**src/rtl/dsp_mac_ctrl.sv**
```systemverilog
`default_nettype none
// ============================================================================
// Module  : dsp_mac_ctrl
// Brief   : Dot-product controller for a pipelined DSP slice; optional job
//           counter enabled by macro DSP_MAC_CTRL_CNT_EN.
// Revision: 1.0
// ============================================================================
module dsp_mac_ctrl #(
  parameter int LAT     = 4,
  parameter int OPM_DLY = 1,
  parameter int LEN_W   = 8
) (
  input  logic              CLK,
  input  logic              RSTN,
  input  logic              start,
  input  logic [LEN_W-1:0]  len,
  output logic              busy,
  input  logic [17:0]       a_data,
  input  logic [17:0]       b_data,
  input  logic              in_valid,
  output logic              in_ready,
  output logic [17:0]       dsp_A,
  output logic [17:0]       dsp_B,
  output logic [7:0]        dsp_OPMODE,
  output logic              dsp_CE,
  input  logic [47:0]       dsp_P,
`ifdef DSP_MAC_CTRL_CNT_EN
  output logic [15:0]       job_cnt,
`endif
  output logic [47:0]       res_data,
  output logic              res_valid,
  input  logic              res_ready
);

  localparam logic [7:0] c_OPM_FIRST  = 8'b0000_0001;
  localparam logic [7:0] c_OPM_ACC    = 8'b0000_1001;
  localparam logic [7:0] c_OPM_BUBBLE = 8'b0000_1000;
  localparam logic [3:0] c_DRAIN_INIT = 4'(LAT - 2);

  typedef enum logic [1:0] {
    S_IDLE   = 2'd0,
    S_ISSUE  = 2'd1,
    S_DRAIN  = 2'd2,
    S_RESULT = 2'd3
  } state_t;

  state_t           r_state;
  state_t           w_state_nxt;
  logic [LEN_W-1:0] r_remain;
  logic [3:0]       r_drain;
  logic             r_first;
  logic [47:0]      r_res;
  logic             w_accept;
  logic             w_last;
  logic             w_res_hs;
  logic [7:0]       w_opm_in;

  assign w_accept = (r_state == S_ISSUE) && in_valid;
  assign w_last   = w_accept && (r_remain == LEN_W'(1));
  assign w_res_hs = (r_state == S_RESULT) && res_ready;
  assign res_data = r_res;

  always_ff @(posedge CLK) begin
    if (!RSTN) begin
      r_state <= S_IDLE;
    end else begin
      r_state <= w_state_nxt;
    end
  end

  always_comb begin
    w_state_nxt = r_state;
    busy        = 1'b1;
    in_ready    = 1'b0;
    res_valid   = 1'b0;
    dsp_CE      = 1'b0;
    dsp_A       = '0;
    dsp_B       = '0;
    w_opm_in    = 8'h00;
    case (r_state)
      S_IDLE: begin
        busy = 1'b0;
        if (start) begin
          w_state_nxt = (len != '0) ? S_ISSUE : S_RESULT;
        end
      end
      S_ISSUE: begin
        in_ready = 1'b1;
        dsp_A    = a_data;
        dsp_B    = b_data;
        dsp_CE   = in_valid;
        w_opm_in = r_first ? c_OPM_FIRST : c_OPM_ACC;
        if (w_last) begin
          w_state_nxt = S_DRAIN;
        end
      end
      S_DRAIN: begin
        dsp_CE   = 1'b1;
        w_opm_in = c_OPM_BUBBLE;
        if (r_drain == 4'd0) begin
          w_state_nxt = S_RESULT;
        end
      end
      S_RESULT: begin
        res_valid = 1'b1;
        if (res_ready) begin
          w_state_nxt = S_IDLE;
        end
      end
      default: w_state_nxt = S_IDLE;
    endcase
  end

  always_ff @(posedge CLK) begin
    if (!RSTN) begin
      r_remain <= '0;
      r_drain  <= '0;
      r_first  <= 1'b0;
      r_res    <= '0;
    end else begin
      case (r_state)
        S_IDLE: begin
          if (start) begin
            r_remain <= len;
            r_first  <= 1'b1;
            if (len == '0) begin
              r_res <= '0;
            end
          end
        end
        S_ISSUE: begin
          if (w_accept) begin
            r_remain <= r_remain - LEN_W'(1);
            r_first  <= 1'b0;
            if (w_last) begin
              r_drain <= c_DRAIN_INIT;
            end
          end
        end
        S_DRAIN: begin
          // Final drain edge: the last product has just settled at dsp_P.
          if (r_drain != 4'd0) begin
            r_drain <= r_drain - 4'd1;
          end else begin
            r_res <= dsp_P;
          end
        end
        default: ;
      endcase
    end
  end

  // OPMODE delay line advances only with the slice clock enable.
  generate
    if (OPM_DLY == 0) begin : g_opm_comb
      assign dsp_OPMODE = w_opm_in;
    end else begin : g_opm_dly
      logic [7:0] r_opm_line [OPM_DLY];
      always_ff @(posedge CLK) begin
        if (!RSTN || w_res_hs) begin
          for (int i = 0; i < OPM_DLY; i++) begin
            r_opm_line[i] <= 8'h00;
          end
        end else if (dsp_CE) begin
          r_opm_line[0] <= w_opm_in;
          for (int i = 1; i < OPM_DLY; i++) begin
            r_opm_line[i] <= r_opm_line[i-1];
          end
        end
      end
      assign dsp_OPMODE = r_opm_line[OPM_DLY-1];
    end
  endgenerate

`ifdef DSP_MAC_CTRL_CNT_EN
  logic [15:0] r_job_cnt;
  always_ff @(posedge CLK) begin
    if (!RSTN) begin
      r_job_cnt <= '0;
    end else if (w_res_hs) begin
      r_job_cnt <= r_job_cnt + 16'd1;
    end
  end
  assign job_cnt = r_job_cnt;
`endif

endmodule
`default_nettype wire

```
**config.mk**
```make
export PLATFORM = sky130hd
export DESIGN_NAME = dsp_mac_ctrl
export DESIGN_NICKNAME = d
export VERILOG_FILES = /design/src/rtl/dsp_mac_ctrl.sv
export SDC_FILE = /design/constraint.sdc
export NUM_CORES = 1
export LEC_CHECK = 0
export CORE_MARGIN = 5
export CORE_UTILIZATION = 42
export CTS_CLUSTER_DIAMETER = 150
export DETAILED_ROUTE_END_ITERATION = 10
export GPL_TIMING_DRIVEN = 0
export PLACE_DENSITY = 0.82
export SLEW_MARGIN = 20
export SYNTH_ARGS = -nofsm -noshare
export SYNTH_HDL_FRONTEND = slang
export SYNTH_SLANG_ARGS = --single-unit
```
**constraint.sdc**
```tcl
create_clock -name CLK -period 2.22 [get_ports CLK]
set_clock_uncertainty 0.05 [all_clocks]
set_input_delay 0.444 -clock CLK [delete_from_list [all_inputs] [get_ports CLK]]
set_output_delay 0.444 -clock CLK [all_outputs]
set_load 0.005 [all_outputs]
```
==> reports/metrics.cfg, run 1 <==
[grt]
antenna_found_initial=0
grt_use_total_pct=24.2
grt_max_degree=11
gr-total-overflow=0
grt_pass1_wl_um=23400
grt_pass1_vias=4921

[sta]
final-max-slew-violation-count=0
fmax_mhz=462
fin_crit_ns=2.16
slew_headroom_pct=60.4
holdWs_ns=0.431
post-route-period-util_pct=97.4
setup_violations=0
hold_viol_final=0
tightest_slew_ns=0.594
grt_setup_unrepaired=true

[power]
seqPwrFrac_pct=25.3
swShare_pct=43.2
power_frac_comb_pct=60.5
cellInternalPower_mw=3.75
switchingPower_mw=2.86
ir_drop_uv=541
p_per_area_nw_per_um2=1020
clkPwrFrac_pct=14.2
p_leak_nw=2.38

[clock_network]
htree_num_levels=3
cts_root_buf=clkbuf_8
cts_tree=built
clock-sinks=65
clockBufferDepth=2
clkTransAtPathRegs_ns=0.07
cts_inserted_buffers=9
clk_latency_ns=0.34
cts_hold_buf=0

[synth]
yosysWarnings=0
syn_area_per_cell_um2=7.89
synth_compound_area_share_pct=40.2
synthArstFlopShare_pct=0
yosys.area_share.simple_pct=11.6
seq_area_frac_synth_pct=31.9
synth_seq_cells=65
synth_top_family_by_area=compound AO/OA/AOI/OAI gates
synthMuxAreaShare_pct=0.271
ys_types=50
synth_cells=526
synth-adder-area-share_pct=2.71
synth-xor-area-share_pct=0
synth_edf_count=2
synth.cell_area_um2=4150
synth-main-ff-cell=dfxtp_1

[detailed_routing]
drtPass1Iterations=5
vias=4930
drt-total-wl_um=14900
drcViolationCount=0
ant_nets=0
wl_per_cell_um=17.2
initialDrtViolationCount=208
vias_per_cell=5.67

[final_layout]
nFillCells=806
syn_to_final_growth_pct=55.9
antenna_cells=0
nets=840
layout.cells.non_filler=870
layout_common_cells=clkdlybuf4s50_1, a21oi_1, dfxtp_1
drive_gt1_share_pct=14.4
final_common_cell=clkdlybuf4s50_1

[min_path]
hold_path_class=reg -> reg
worstHoldEndpoint=r_first
hold_start=r_first
whs_path_depth=2

[status]
status=completed

[place]
io_buffers=185
post-place-cells=849
gp_congestion=0.828
hpwl_um=11200

[worst_setup_path]
r2r_end=res_data[41]
crit_path_top_delay_cell=dfxtp_2
crit_arrival_ns=1.67
r2r_cells=8
crit_chain=buf_4 -> ha_4 -> buf_6 -> a21oi_1 -> nor2b_2 -> dlygate4sd2_1
critPathKind=reg -> out
r2r_start=r_drain[0]
critPathLaunchType=flip-flop
cp.required_ns=1.73
end_kind=output port
cpPeakStageDelay_ns=0.34
r2r_setup_slack_ns=0.12
crit_path_max_fanout=10

[flow_run]
drv_cap=0

[floorplan]
core_um2=9680
num_io_pins=193
initial_core_util_pct=42.8
dieArea_um2=12000
die_y_um=109
die_w_um=109
row_count=36

[power by group through the flow]
| stage | clock (mW) | combinational (mW) | sequential (mW) |
|---|---|---|---|
| after global placement | 0 | 3.54 | 1.66 |
| after CTS | 0.948 | 3.88 | 1.65 |
| after global routing | 0.999 | 4.34 | 1.70 |
| final | 0.939 | 3.99 | 1.67 |
| after floorplan | 0 | 2.18 | 1.64 |
| after detailed placement | 0 | 3.65 | 1.67 |
[worst max-delay path: cells and delay by family (launching register included)]
kind                     cells  cell delay, ns
adder cells (fa/ha/maj)      1            0.17
AO/OA/AOI/OAI                1            0.17
flip-flops                   1            0.34
AND/OR/NAND/NOR              1            0.08
buffers and inverters        3            0.57
[per-stage QoR]
stage	setup slack (ns)	total power [mW]	TNS, ns	utilization [%]	cell area [um2]
after floorplan	0.285	3.82	0	-	4170
after global placement	-0.563	5.20	-24.25	63.9	6180
after detailed placement	-0.641	5.33	-29.05	63.9	6180
after CTS	-0.115	6.48	-0.229	67.0	6490
after global routing	-0.0245	7.04	-0.0578	66.8	6460
final	0.0575	6.61	0	66.8	6460
[kinds of logic (layout without fill, tap and decap cells)]
| logic type | after synthesis | count (layout) |
|---|---|---|
| AO/OA/AOI/OAI | 241 | 241 |
| adder cells (fa/ha/maj) | 9 | 9 |
| buffers and inverters | 129 | 335 |
| flip-flops | 65 | 65 |
| multiplexers | 1 | 1 |
| other | 1 | 6 |
| AND/OR/NAND/NOR | 80 | 80 |
[repair_timing]
action,4_1_cts,5_1_grt
setup buffers,4,1
pin swaps,0,3
resized for setup,113,53
cloned,2,1
setup endpoints to repair,58,69
endpoints found under the hold margin,0,0
[cells in the mapped netlist (all sizes together) (2+ instances only)]
| cell type | count | area [um2] |
|---|---|---|
| dfxtp | 63 | 1260 |
| or3 | 2 | 12.5 |
| a2bb2oi | 2 | 17.5 |
| a21o | 5 | 37.5 |
| or3b | 2 | 20.0 |
| a311oi | 50 | 438 |
| clkbuf | 43 | 161 |
| nor2b | 3 | 18.8 |
| a31oi | 5 | 31.3 |
| nand2b | 2 | 12.5 |
| ha | 9 | 113 |
| and2 | 36 | 225 |
| o211ai | 3 | 22.5 |
| nor3 | 3 | 15.0 |
| nand2 | 8 | 30.0 |
| o221a | 2 | 22.5 |
| a21oi | 110 | 554 |
| a211oi | 2 | 15.0 |
| and4 | 2 | 17.5 |
| nand3 | 2 | 10.0 |
| o2111ai | 48 | 420 |
| buf | 26 | 164 |
| nor2 | 11 | 41.3 |
| edfxtp | 2 | 60.1 |
| inv | 60 | 225 |
| o21ai | 4 | 20.0 |
| and3 | 3 | 18.8 |
| o21a | 2 | 15.0 |
[worst max path at each step]
stage | start | to | slack, ns | cells past startpoint
after detailed placement | r_state[1] | dsp_B[8] | -0.64 | 7
final | r_state[1] | dsp_CE | 0.06 | 6
after CTS | r_state[1] | dsp_B[0] | -0.11 | 6
after global routing | len[5] | res_data[39] | -0.02 | 8
after floorplan | r_state[1] | dsp_A[0] | 0.28 | 6
after global placement | r_state[1] | dsp_B[8] | -0.56 | 7
[area by class of cell]
class,instances,area (um2),share of cell area (%)
plain buffers,68,427,6.60
clock buffers,11,163,2.52
clock inverters,3,15.0,0.232
inverters,60,230,3.56
multi-input cells,337,2350,36.3
flip-flops and latches,65,1330,20.5
well taps,133,166,2.57
repair buffers,193,1790,27.7
[layer usage]
layer | vias to the layer above | routed length, um | global-route usage [%]
met5 | - | 0 | 0
met4 | 0 | 240 | 7.75
met3 | 21 | 1560 | 6.69
met2 | 248 | 7410 | 42.9
met1 | 2290 | 5720 | 28.2
li1 | 2371 | - | -
[sequential cells by signal, summed over array words and instances, names as in the netlist]
register and count:
g_opm_dly.r_opm_line 2, r_drain 4, r_first 1, r_remain 8
r_state 2, res_data 48
Note: power is estimated with default switching activity, not from simulation.
==> inputs of run 2 (changes only) <==
--- a/config.mk
+++ b/config.mk
@@ -10,6 +10,7 @@
 export CTS_CLUSTER_DIAMETER = 150
 export DETAILED_ROUTE_END_ITERATION = 10
 export GPL_TIMING_DRIVEN = 0
+export MAX_ROUTING_LAYER = met4
 export PLACE_DENSITY = 0.82
 export SLEW_MARGIN = 20
 export SYNTH_ARGS = -nofsm -noshare
==> reports/metrics.cfg, run 2 (same netlist as run 1, synthesis figures left out) <==
[status]
status=completed  ; unchanged

[sta]
tns_ns=0  ; unchanged
slew_headroom_pct=61.0  ; was 60.4%
fin_crit_ns=2.17  ; was 2.16 ns
fin_ws_ns=0.0499  ; was 0.0575 ns
grt_setup_unrepaired=true  ; unchanged
holdWs_ns=0.427  ; was 0.431 ns
fmax_mhz=461  ; was 462 MHz
setup_violations=0  ; unchanged
hold_viol_final=0  ; unchanged
final-max-slew-violation-count=0  ; unchanged
post-route-period-util_pct=97.8  ; was 97.4%
tightest_slew_ns=0.585  ; was 0.594 ns

[final_layout]
layout.cells.non_filler=870  ; unchanged
fin_util_pct=66.9  ; was 66.8%
syn_to_final_growth_pct=56.2  ; was 55.9%
layout_common_cells=clkdlybuf4s50_1, a21oi_1, dfxtp_1  ; unchanged
largest_reg_flops=48  ; unchanged
nFillCells=806  ; unchanged
final_common_cell=clkdlybuf4s50_1  ; unchanged
nets=840  ; unchanged
final_area_um2=6480  ; was 6460 um2
drive_gt1_share_pct=14.0  ; was 14.4%
antenna_cells=0  ; unchanged

[detailed_routing]
ant_nets=0  ; unchanged
wl_per_cell_um=17.2  ; about the same
vias=4923  ; was 4930
drt-total-wl_um=15000  ; was 14900 um
drcViolationCount=0  ; unchanged
drtPass1Iterations=5  ; unchanged
initialDrtViolationCount=270  ; was 208
vias_per_cell=5.66  ; was 5.67

[worst_setup_path]
end_kind=output port  ; unchanged
crit_path_top_delay_cell=dfxtp_2  ; unchanged
crit_arrival_ns=1.68  ; was 1.67 ns
crit_chain=buf_4 -> ha_4 -> buf_6 -> a21oi_1 -> nor2b_2 -> dlygate4sd2_1  ; unchanged
r2r_end=res_data[28]  ; was res_data[41]
r2r_cells=8  ; unchanged
critPathKind=reg -> out  ; unchanged
cpPeakStageDelay_ns=0.34  ; about the same
r2r_setup_slack_ns=0.11  ; was 0.12 ns
critPathLaunchType=flip-flop  ; unchanged
cp_top_family=buffers and inverters  ; unchanged
cp_num_buf_inv=3  ; unchanged
r2r_start=r_drain[0]  ; unchanged
crit_path_max_fanout=10  ; unchanged
cp.required_ns=1.73  ; about the same

[place]
io_buffers=185  ; unchanged
hpwl_um=11200  ; unchanged
post-place-ws_ns=-0.641  ; unchanged
gp_congestion=0.840  ; was 0.828
placed_area_um2=6180  ; unchanged
post-place-cells=849  ; unchanged

[floorplan]
core_um2=9680  ; unchanged
row_count=36  ; unchanged
num_io_pins=193  ; unchanged
die_y_um=109  ; unchanged
dieArea_um2=12000  ; unchanged
die_w_um=109  ; unchanged
initial_core_util_pct=42.8  ; unchanged

[min_path]
hold_path_class=in -> reg  ; was reg -> reg
whs_path_depth=2  ; unchanged
hold_start=RSTN  ; was r_first
worstHoldEndpoint=r_remain[4]  ; was r_first

[clock_network]
clk_latency_ns=0.35  ; was 0.34 ns
clock-sinks=65  ; unchanged
cts_inserted_buffers=9  ; unchanged
htree_num_levels=3  ; unchanged
clockBufferDepth=2  ; unchanged
clkTransAtPathRegs_ns=0.07  ; about the same
cts_tree=built  ; unchanged
cts_root_buf=clkbuf_8  ; unchanged

[flow_run]
drv_cap=0  ; unchanged

[power]
power_mw=6.62  ; was 6.61 mW
ir_drop_uv=540  ; was 541 uV
p_per_area_nw_per_um2=1020  ; about the same
p_leak_nw=2.38  ; about the same

[grt]
grt_max_degree=11  ; unchanged
gr-total-overflow=0  ; unchanged
grt_pass1_wl_um=23400  ; about the same
grt_use_total_pct=25.0  ; was 24.2%
antenna_found_initial=0  ; unchanged
grt_pass1_vias=4923  ; was 4921

==> run 2: worst max-delay path by stage <==
stage	slack, ns	cells after the start	end	startpoint
floorplan	0.28	6	dsp_A[0]	r_state[1]
global placement	-0.56	7	dsp_B[8]	r_state[1]
detailed placement	-0.64	7	dsp_B[8]	r_state[1]
CTS	-0.11	6	dsp_B[0]	r_state[1]
global route	-0.02	8	res_data[39]	len[5]
finish	0.05	6	dsp_CE	r_state[1]
==> run 2: where the power goes <==
| part | leakage [nW] | switching (mW) | internal, mW | total (mW) |
|---|---|---|---|---|
| logic | 1.75 | 2.17 | 1.83 | 4.00 |
| clock network | 0.0960 | 0.462 | 0.486 | 0.948 |
| registers | 0.533 | 0.235 | 1.44 | 1.67 |
| total | 2.38 | 2.87 | 3.76 | 6.62 |
==> run 2: worst reg2reg max path: stages, from the launching register on <==
cell and delay, ns:
dfxtp_1 0.32, inv_1 0.11, ha_1 0.17, or3b_4 0.43
a21o_4 0.26, clkbuf_4 0.19, clkbuf_4 0.20, a21oi_1 0.16
a21oi_1 0.08
==> run 2: metal layers <==
metal | track usage (%) | share of wire, %
met1 | 29.4 | 40
met2 | 42.8 | 49
met3 | 5.58 | 9.4
met4 | 6.95 | 1.9
met5 | - | 0
==> run 2: layout make-up <==
| type | instances | area, um2 | share of cell area, % |
|---|---|---|---|
| flip-flops and latches | 65 | 1330 | 20.5 |
| inverters | 60 | 230 | 3.55 |
| clock inverters | 3 | 15.0 | 0.232 |
| well taps | 133 | 166 | 2.57 |
| repair buffers | 193 | 1810 | 27.9 |
| plain buffers | 68 | 425 | 6.56 |
| multi-input cells | 337 | 2350 | 36.2 |
| clock buffers | 11 | 163 | 2.51 |
==> run 2: repair_timing <==
item / in CTS / in global routing
pin swaps: 0 / 3
endpoints found under the setup margin: 58 / 69
buffers inserted: 4 / 1
gates resized for setup: 113 / 48
hold buffers: 0 / 0
gates cloned: 2 / 1
==> inputs of run 3 (changes only) <==
--- a/config.mk
+++ b/config.mk
@@ -8,6 +8,7 @@
 export CORE_MARGIN = 5
 export CORE_UTILIZATION = 42
 export CTS_CLUSTER_DIAMETER = 150
+export CTS_CLUSTER_SIZE = 12
 export DETAILED_ROUTE_END_ITERATION = 10
 export GPL_TIMING_DRIVEN = 0
 export MAX_ROUTING_LAYER = met4
==> results of run 3 <==
The final DEF is identical to that of run 2; final timing and power are the same.
